===== src/rtl/lsu_bus_ctrl.sv =====
// Load/store stage: takes one memory op from execute, issues it on a single-outstanding
// valid/ready data bus, formats load data for writeback and raises misaligned/bus/timeout traps.
module lsu_bus_ctrl #(
    parameter int TIMEOUT_CYCLES = 256,
    parameter int CNT_W          = 9
) (
    input  logic        clk,
    input  logic        rst,
    input  logic [1:0]  lsu_op_i,
    input  logic [1:0]  lsu_width_i,
    input  logic        lsu_unsigned_i,
    input  logic [31:0] lsu_addr_i,
    input  logic [31:0] lsu_wdata_i,
    input  logic [31:0] lsu_pc_i,
    output logic        lsu_bp_o,
    output logic [31:0] lsu_pc_o,
    output logic        load_valid_o,
    output logic [31:0] wb_load_o,
    output logic        bus_req_valid_o,
    input  logic        bus_req_ready_i,
    output logic [31:0] bus_req_addr_o,
    output logic        bus_req_we_o,
    output logic [31:0] bus_req_wdata_o,
    output logic [3:0]  bus_req_strb_o,
    input  logic        bus_rsp_valid_i,
    input  logic [31:0] bus_rsp_data_i,
    input  logic        bus_rsp_err_i,
    output logic        trap_valid_o,
    output logic [3:0]  trap_cause_o,
    output logic [31:0] trap_mtval_o,
    output logic [31:0] trap_pc_o
);

    typedef enum logic [1:0] {IDLE, REQ, RESP} state_t;

    localparam logic [CNT_W-1:0] CNT_LIM = CNT_W'(TIMEOUT_CYCLES);
    localparam logic [CNT_W-1:0] CNT_ONE = CNT_W'(1);

    state_t           state;
    logic [CNT_W-1:0] cnt;
    logic             store_q;
    logic [1:0]       width_q;
    logic             unsigned_q;
    logic [31:0]      addr_q;

    logic        is_load;
    logic        is_store;
    logic        accept;
    logic        misaligned;
    logic        timed_out;
    logic [31:0] req_wdata;
    logic [3:0]  req_strb;
    logic [31:0] shifted;
    logic [31:0] load_fmt;

    assign is_load    = (lsu_op_i == 2'd1);
    assign is_store   = (lsu_op_i == 2'd2);
    assign accept     = (state == IDLE) && (is_load || is_store);
    assign misaligned = ((lsu_width_i == 2'd1) && lsu_addr_i[0]) ||
                        (lsu_width_i[1] && (lsu_addr_i[1:0] != 2'b00));
    assign timed_out  = (TIMEOUT_CYCLES != 0) && (cnt == CNT_LIM);
    assign lsu_bp_o   = (state != IDLE);

    always_comb begin
        req_wdata = lsu_wdata_i;
        req_strb  = 4'b1111;
        case (lsu_width_i)
            2'd0: begin
                req_wdata = {4{lsu_wdata_i[7:0]}};
                req_strb  = 4'b0001 << lsu_addr_i[1:0];
            end
            2'd1: begin
                req_wdata = {2{lsu_wdata_i[15:0]}};
                req_strb  = 4'b0011 << lsu_addr_i[1:0];
            end
            default: ;
        endcase
        if (!is_store) req_strb = 4'b0000;
    end

    always_comb begin
        shifted  = bus_rsp_data_i >> {addr_q[1:0], 3'b000};
        load_fmt = shifted;
        case (width_q)
            2'd0: load_fmt = unsigned_q ? {24'b0, shifted[7:0]}
                                        : {{24{shifted[7]}}, shifted[7:0]};
            2'd1: load_fmt = unsigned_q ? {16'b0, shifted[15:0]}
                                        : {{16{shifted[15]}}, shifted[15:0]};
            default: ;
        endcase
    end

    // Bus handshake: a request transfers in the cycle where bus_req_valid_o and
    // bus_req_ready_i are both high; request fields hold steady until then. A response
    // counts only when bus_rsp_valid_i is high while in RESP; bus_rsp_err_i is
    // meaningful only alongside it.
    always_ff @(posedge clk or posedge rst) begin
        if (rst) begin
            state           <= IDLE;
            cnt             <= '0;
            store_q         <= 1'b0;
            width_q         <= 2'd0;
            unsigned_q      <= 1'b0;
            addr_q          <= 32'h0;
            lsu_pc_o        <= 32'h0;
            load_valid_o    <= 1'b0;
            wb_load_o       <= 32'h0;
            bus_req_valid_o <= 1'b0;
            bus_req_addr_o  <= 32'h0;
            bus_req_we_o    <= 1'b0;
            bus_req_wdata_o <= 32'h0;
            bus_req_strb_o  <= 4'h0;
            trap_valid_o    <= 1'b0;
            trap_cause_o    <= 4'h0;
            trap_mtval_o    <= 32'h0;
            trap_pc_o       <= 32'h0;
        end else begin
            load_valid_o <= 1'b0;
            trap_valid_o <= 1'b0;
            case (state)
                IDLE: begin
                    if (accept) begin
                        store_q    <= is_store;
                        width_q    <= lsu_width_i;
                        unsigned_q <= lsu_unsigned_i;
                        addr_q     <= lsu_addr_i;
                        lsu_pc_o   <= lsu_pc_i;
                        cnt        <= '0;
                        if (misaligned) begin
                            trap_valid_o <= 1'b1;
                            trap_cause_o <= is_store ? 4'd6 : 4'd4;
                            trap_mtval_o <= lsu_addr_i;
                            trap_pc_o    <= lsu_pc_i;
                        end else begin
                            state           <= REQ;
                            bus_req_valid_o <= 1'b1;
                            bus_req_addr_o  <= {lsu_addr_i[31:2], 2'b00};
                            bus_req_we_o    <= is_store;
                            bus_req_wdata_o <= req_wdata;
                            bus_req_strb_o  <= req_strb;
                        end
                    end
                end
                REQ: begin
                    if (timed_out) begin
                        state           <= IDLE;
                        bus_req_valid_o <= 1'b0;
                        trap_valid_o    <= 1'b1;
                        trap_cause_o    <= store_q ? 4'd7 : 4'd5;
                        trap_mtval_o    <= addr_q;
                        trap_pc_o       <= lsu_pc_o;
                    end else begin
                        cnt <= cnt + CNT_ONE;
                        if (bus_req_ready_i) begin
                            state           <= RESP;
                            bus_req_valid_o <= 1'b0;
                        end
                    end
                end
                RESP: begin
                    // A response arriving in the same cycle as the timeout still completes.
                    if (bus_rsp_valid_i) begin
                        state <= IDLE;
                        if (bus_rsp_err_i) begin
                            trap_valid_o <= 1'b1;
                            trap_cause_o <= store_q ? 4'd7 : 4'd5;
                            trap_mtval_o <= addr_q;
                            trap_pc_o    <= lsu_pc_o;
                        end else if (!store_q) begin
                            load_valid_o <= 1'b1;
                            wb_load_o    <= load_fmt;
                        end
                    end else if (timed_out) begin
                        state        <= IDLE;
                        trap_valid_o <= 1'b1;
                        trap_cause_o <= store_q ? 4'd7 : 4'd5;
                        trap_mtval_o <= addr_q;
                        trap_pc_o    <= lsu_pc_o;
                    end else begin
                        cnt <= cnt + CNT_ONE;
                    end
                end
                default: state <= IDLE;
            endcase
        end
    end

endmodule

===== config.mk =====
export PLATFORM = sky130hd
export DESIGN_NAME = lsu_bus_ctrl
export DESIGN_NICKNAME = d
export VERILOG_FILES = /design/src/rtl/lsu_bus_ctrl.sv
export SDC_FILE = /design/constraint.sdc
export NUM_CORES = 1
export LEC_CHECK = 0
export ABC_AREA = 1
export BUFFER_PORTS_ARGS = -buffer_cell sky130_fd_sc_hd__buf_2
export CORE_ASPECT_RATIO = 1.4
export CORE_MARGIN = 5
export CORE_UTILIZATION = 48
export CTS_CLUSTER_SIZE = 16
export DETAILED_ROUTE_END_ITERATION = 10
export HOLD_SLACK_MARGIN = 0.12
export PLACE_DENSITY = 0.75
export SLEW_MARGIN = 25
export SYNTH_ARGS = -nofsm -noshare
export SYNTH_HDL_FRONTEND = slang
export SYNTH_SLANG_ARGS = --single-unit

===== constraint.sdc =====
create_clock -name clk -period 9.75 [get_ports clk]
set_clock_uncertainty 0.05 [all_clocks]
set_input_delay 0.4875 -clock clk [delete_from_list [all_inputs] [get_ports clk]]
set_output_delay 0.4875 -clock clk [all_outputs]
set_load 0.01 [all_outputs]

==> results_dict.tcl <==
set metrics [dict create \
    fin_crit_sh_pct 33.91 \
    hold_viol 0 \
    dp_hpwl_um 23630 \
    drive_gt1_share_pct 26.19 \
    period_needed_ns 3.306 \
    yosysWarnings 0 \
    htreeDepth 1 \
    muxShareOfSynthArea_pct 3.796 \
    netSwitchingPower_mw 2.057 \
    drt_pass1_iterations 5 \
    hold_path.class "input pin to flop" \
    synth_edf_count 0 \
    relSlewSlack_pct 29.05 \
    syn_avg_cell_area_um2 8.464 \
    yosys_most_used_dff "dfrtp_1" \
    yosysTopAreaCellShare_pct 52.51 \
    grt_overflow 0 \
    path_max_fanout 80 \
    p_int_mw 2.898 \
    finalWirelength_um 33760 \
    syn-instance-count 1402 \
    rows 68 \
    place_congestion 0.8862 \
    power.density_mw_per_mm2 341.4 \
    cts_sinks 249 \
    routedWlPerCell_um 16.53 \
    worst_slew_pin_slew_ns 1.064 \
    clkTransAtPathRegs_ns 0.07 \
    grt_max_degree 113 \
    ctsResizeCount 0 \
    die-area_mm2 0.02801 \
    switching_share_pct 41.52 \
    dr_total_vias 10390 \
    ant_nets 0 \
    ys_ff_latch 249 \
    post-cts-setup-buffers 0 \
    p_leak_nw 7.677 \
    cp_data_required_time_ns 10.11 \
    clockRootBuffer "clkbuf_16" \
    critical_path_class "flop to flop" \
    die_h_um 196.0 \
    syn-cell-area_mm2 0.01187 \
    core_mm2 0.02450 \
    clk_latency_ns 0.53 \
    synthTopCellsByArea "dfrtp_1 (53%), nand2_1 (16%), o21ai_0 (7.0%)" \
    grt_usage_pct 23.78 \
    yosys-top-cells-count "nand2_1 (499), dfrtp_1 (249), o21ai_0 (165)" \
    irDropWorstVdd_v 0.0001939 \
    fmax_ghz 0.3025 \
    worst-endpoint-arrival_ns 3.67 \
    tns_ns 0 \
    synth_top_family_by_area "simple AND/OR/NAND/NOR gates" \
    grt_pass1_wl_um 54500 \
    port_buffers 340 \
    setup_violations 0 \
    ios 343 \
    cts_tree "done" \
    drv_cap 0 \
    synth_compound_area_share_pct 13.80 \
    rsz0062_at_grt "no" \
    routed_via_density 5.087 \
    start_kind "flop" \
    ys_seq_area_share_pct 52.51 \
    finalMaxSlewViolations 0 \
    synth_most_common_cell "nand2_1" \
    cts_buffers 25 \
    seqPwrFrac_pct 36.1 \
    cts_hold_buf 7 \
    p_clk_share_pct 19.8 \
    ys_types 35 \
    p_total_mw 4.955 \
    drcViolationCount 0 \
    synthXorXnorAreaFrac_pct 0.4429 \
    antenna_found_initial 4 \
    start_util_pct 48.43 \
    drt-initial-drc-count 487 \
    syn_to_final_growth_pct 22.31 \
    ys_async_sr_fraction_pct 100.0 \
    synth_top_area_cell "dfrtp_1" \
    yosys.area_share.simple_pct 20.39 \
    synth_fa_ha_area_share_pct 0.7381 \
    end_kind "flop" \
    grt_pass1_vias 10500 \
    layout.nets 1854 \
    die_w_um 142.9 \
    fill_cells 2202 \
    outcome "complete, no violations" \
    cts_buffer_depth 3 \
    power_frac_comb_pct 44.1 \
]
## through the flow
| stage | hold slack, ns | setup WS [ns] | cell area [um2] | utilization, % | instances |
|---|---|---|---|---|---|
| 6_report | 0.1444 | 6.444 | 14510 | 59.23 | 2042 |
| 5_1_grt | 0.1392 | 6.175 | 14510 | 59.23 | 2042 |
| 4_1_cts | 0.1214 | 6.407 | 14510 | 59.22 | 2041 |
| 3_5_place_dp | 0.4110 | 6.301 | 13600 | 55.51 | 1990 |
| 3_3_place_gp | 0.4082 | 6.184 | 13600 | 55.49 | 1990 |
| 2_1_floorplan | 0.4151 | 2.369 | 11870 | - | 1403 |
## power by group through the flow
stage          Combinational (mW)  Clock (mW)  Sequential (mW)
3_5_place_dp                 2.21           0             1.79
6_report                     2.19       0.979             1.79
2_1_floorplan                1.30           0             1.93
4_1_cts                      2.22        1.01             1.79
3_3_place_gp                 2.15           0             1.79
5_1_grt                      2.46        1.05             1.85
## cell type report
cell class | count | area, um2 | area share [%]
sequential | 249 | 6231 | 42.93
multi-input combinational | 934 | 4668 | 32.16
timing repair buffer | 355 | 1832 | 12.62
clock buffer | 34 | 729.5 | 5.026
inverter | 144 | 548.0 | 3.776
tap | 315 | 394.1 | 2.716
clock inverter | 10 | 108.9 | 0.7500
antenna | 1 | 2.502 | 0.01724
## final timing paths
kind,from,to,slack [ns],cells after the start
min in group asynchronous,rst,wb_load_o[25],0.63,3
setup reg to reg,state[0],bus_req_addr_o[20],6.44,9
setup / recovery,state[0],bus_req_addr_o[20],6.44,9
max in group asynchronous,rst,lsu_pc_o[19],7.62,4
hold reg to reg,trap_mtval_o[15],trap_mtval_o[15],0.43,2
hold / removal,lsu_pc_i[15],lsu_pc_o[15],0.14,3
## layout by cell type, fill, tap and decap left out, types with 17 or more instances in the layout
cell type  Yosys  layout
nand2_1      499     499
dfrtp_1      249     249
a21oi_1       17      17
mux2_4        30      30
clkbuf_16      0      25
o21a_1        32      32
nand3_1       26      26
o21ai_1       19      19
o21ai_0      165     165
nor2_1        45      44
o211ai_1      19      19
inv_1        131     130
buf_2         27     340
## per-layer routing
metal,vias to the layer above,global-route usage [%],wire [um]
li1,5062,-,-
met1,4910,30.07,13450
met2,329,41.13,16980
met3,81,4.194,2174
met4,6,7.784,1115
met5,-,0,39
## registers in the layout, summed over array words and instances (netlist names)
name and count:
bus_req_valid_o 1, load_valid_o 1, addr_q 32, bus_req_we_o 1, cnt 9, unsigned_q 1
trap_cause_o 4, trap_valid_o 1, bus_req_wdata_o 32, trap_pc_o 32, state 2, bus_req_strb_o 4
wb_load_o 32, bus_req_addr_o 30, lsu_pc_o 32, width_q 2, trap_mtval_o 32, store_q 1
## cell families (layout without fill, tap and decap cells)
family / count (synthesis) / count (layout)
AND/OR/NAND/NOR: 602 / 602
buffers and inverters: 220 / 543
XOR/XNOR: 6 / 6
other: 1 / 3
multiplexers: 30 / 30
flip-flops: 249 / 249
adder cells (fa/ha/maj): 7 / 7
AO/OA/AOI/OAI: 287 / 287
## critical path: stages (launching register included)
cell     delay (ns)
dfrtp_1        0.40
inv_1          0.11
ha_1           0.27
inv_2          0.09
nor2_4         0.07
buf_4          0.51
inv_2          0.29
nor2_4         0.15
buf_4          0.79
mux2_4         0.36
No activity file was read; power rests on OpenSTA's default activity.
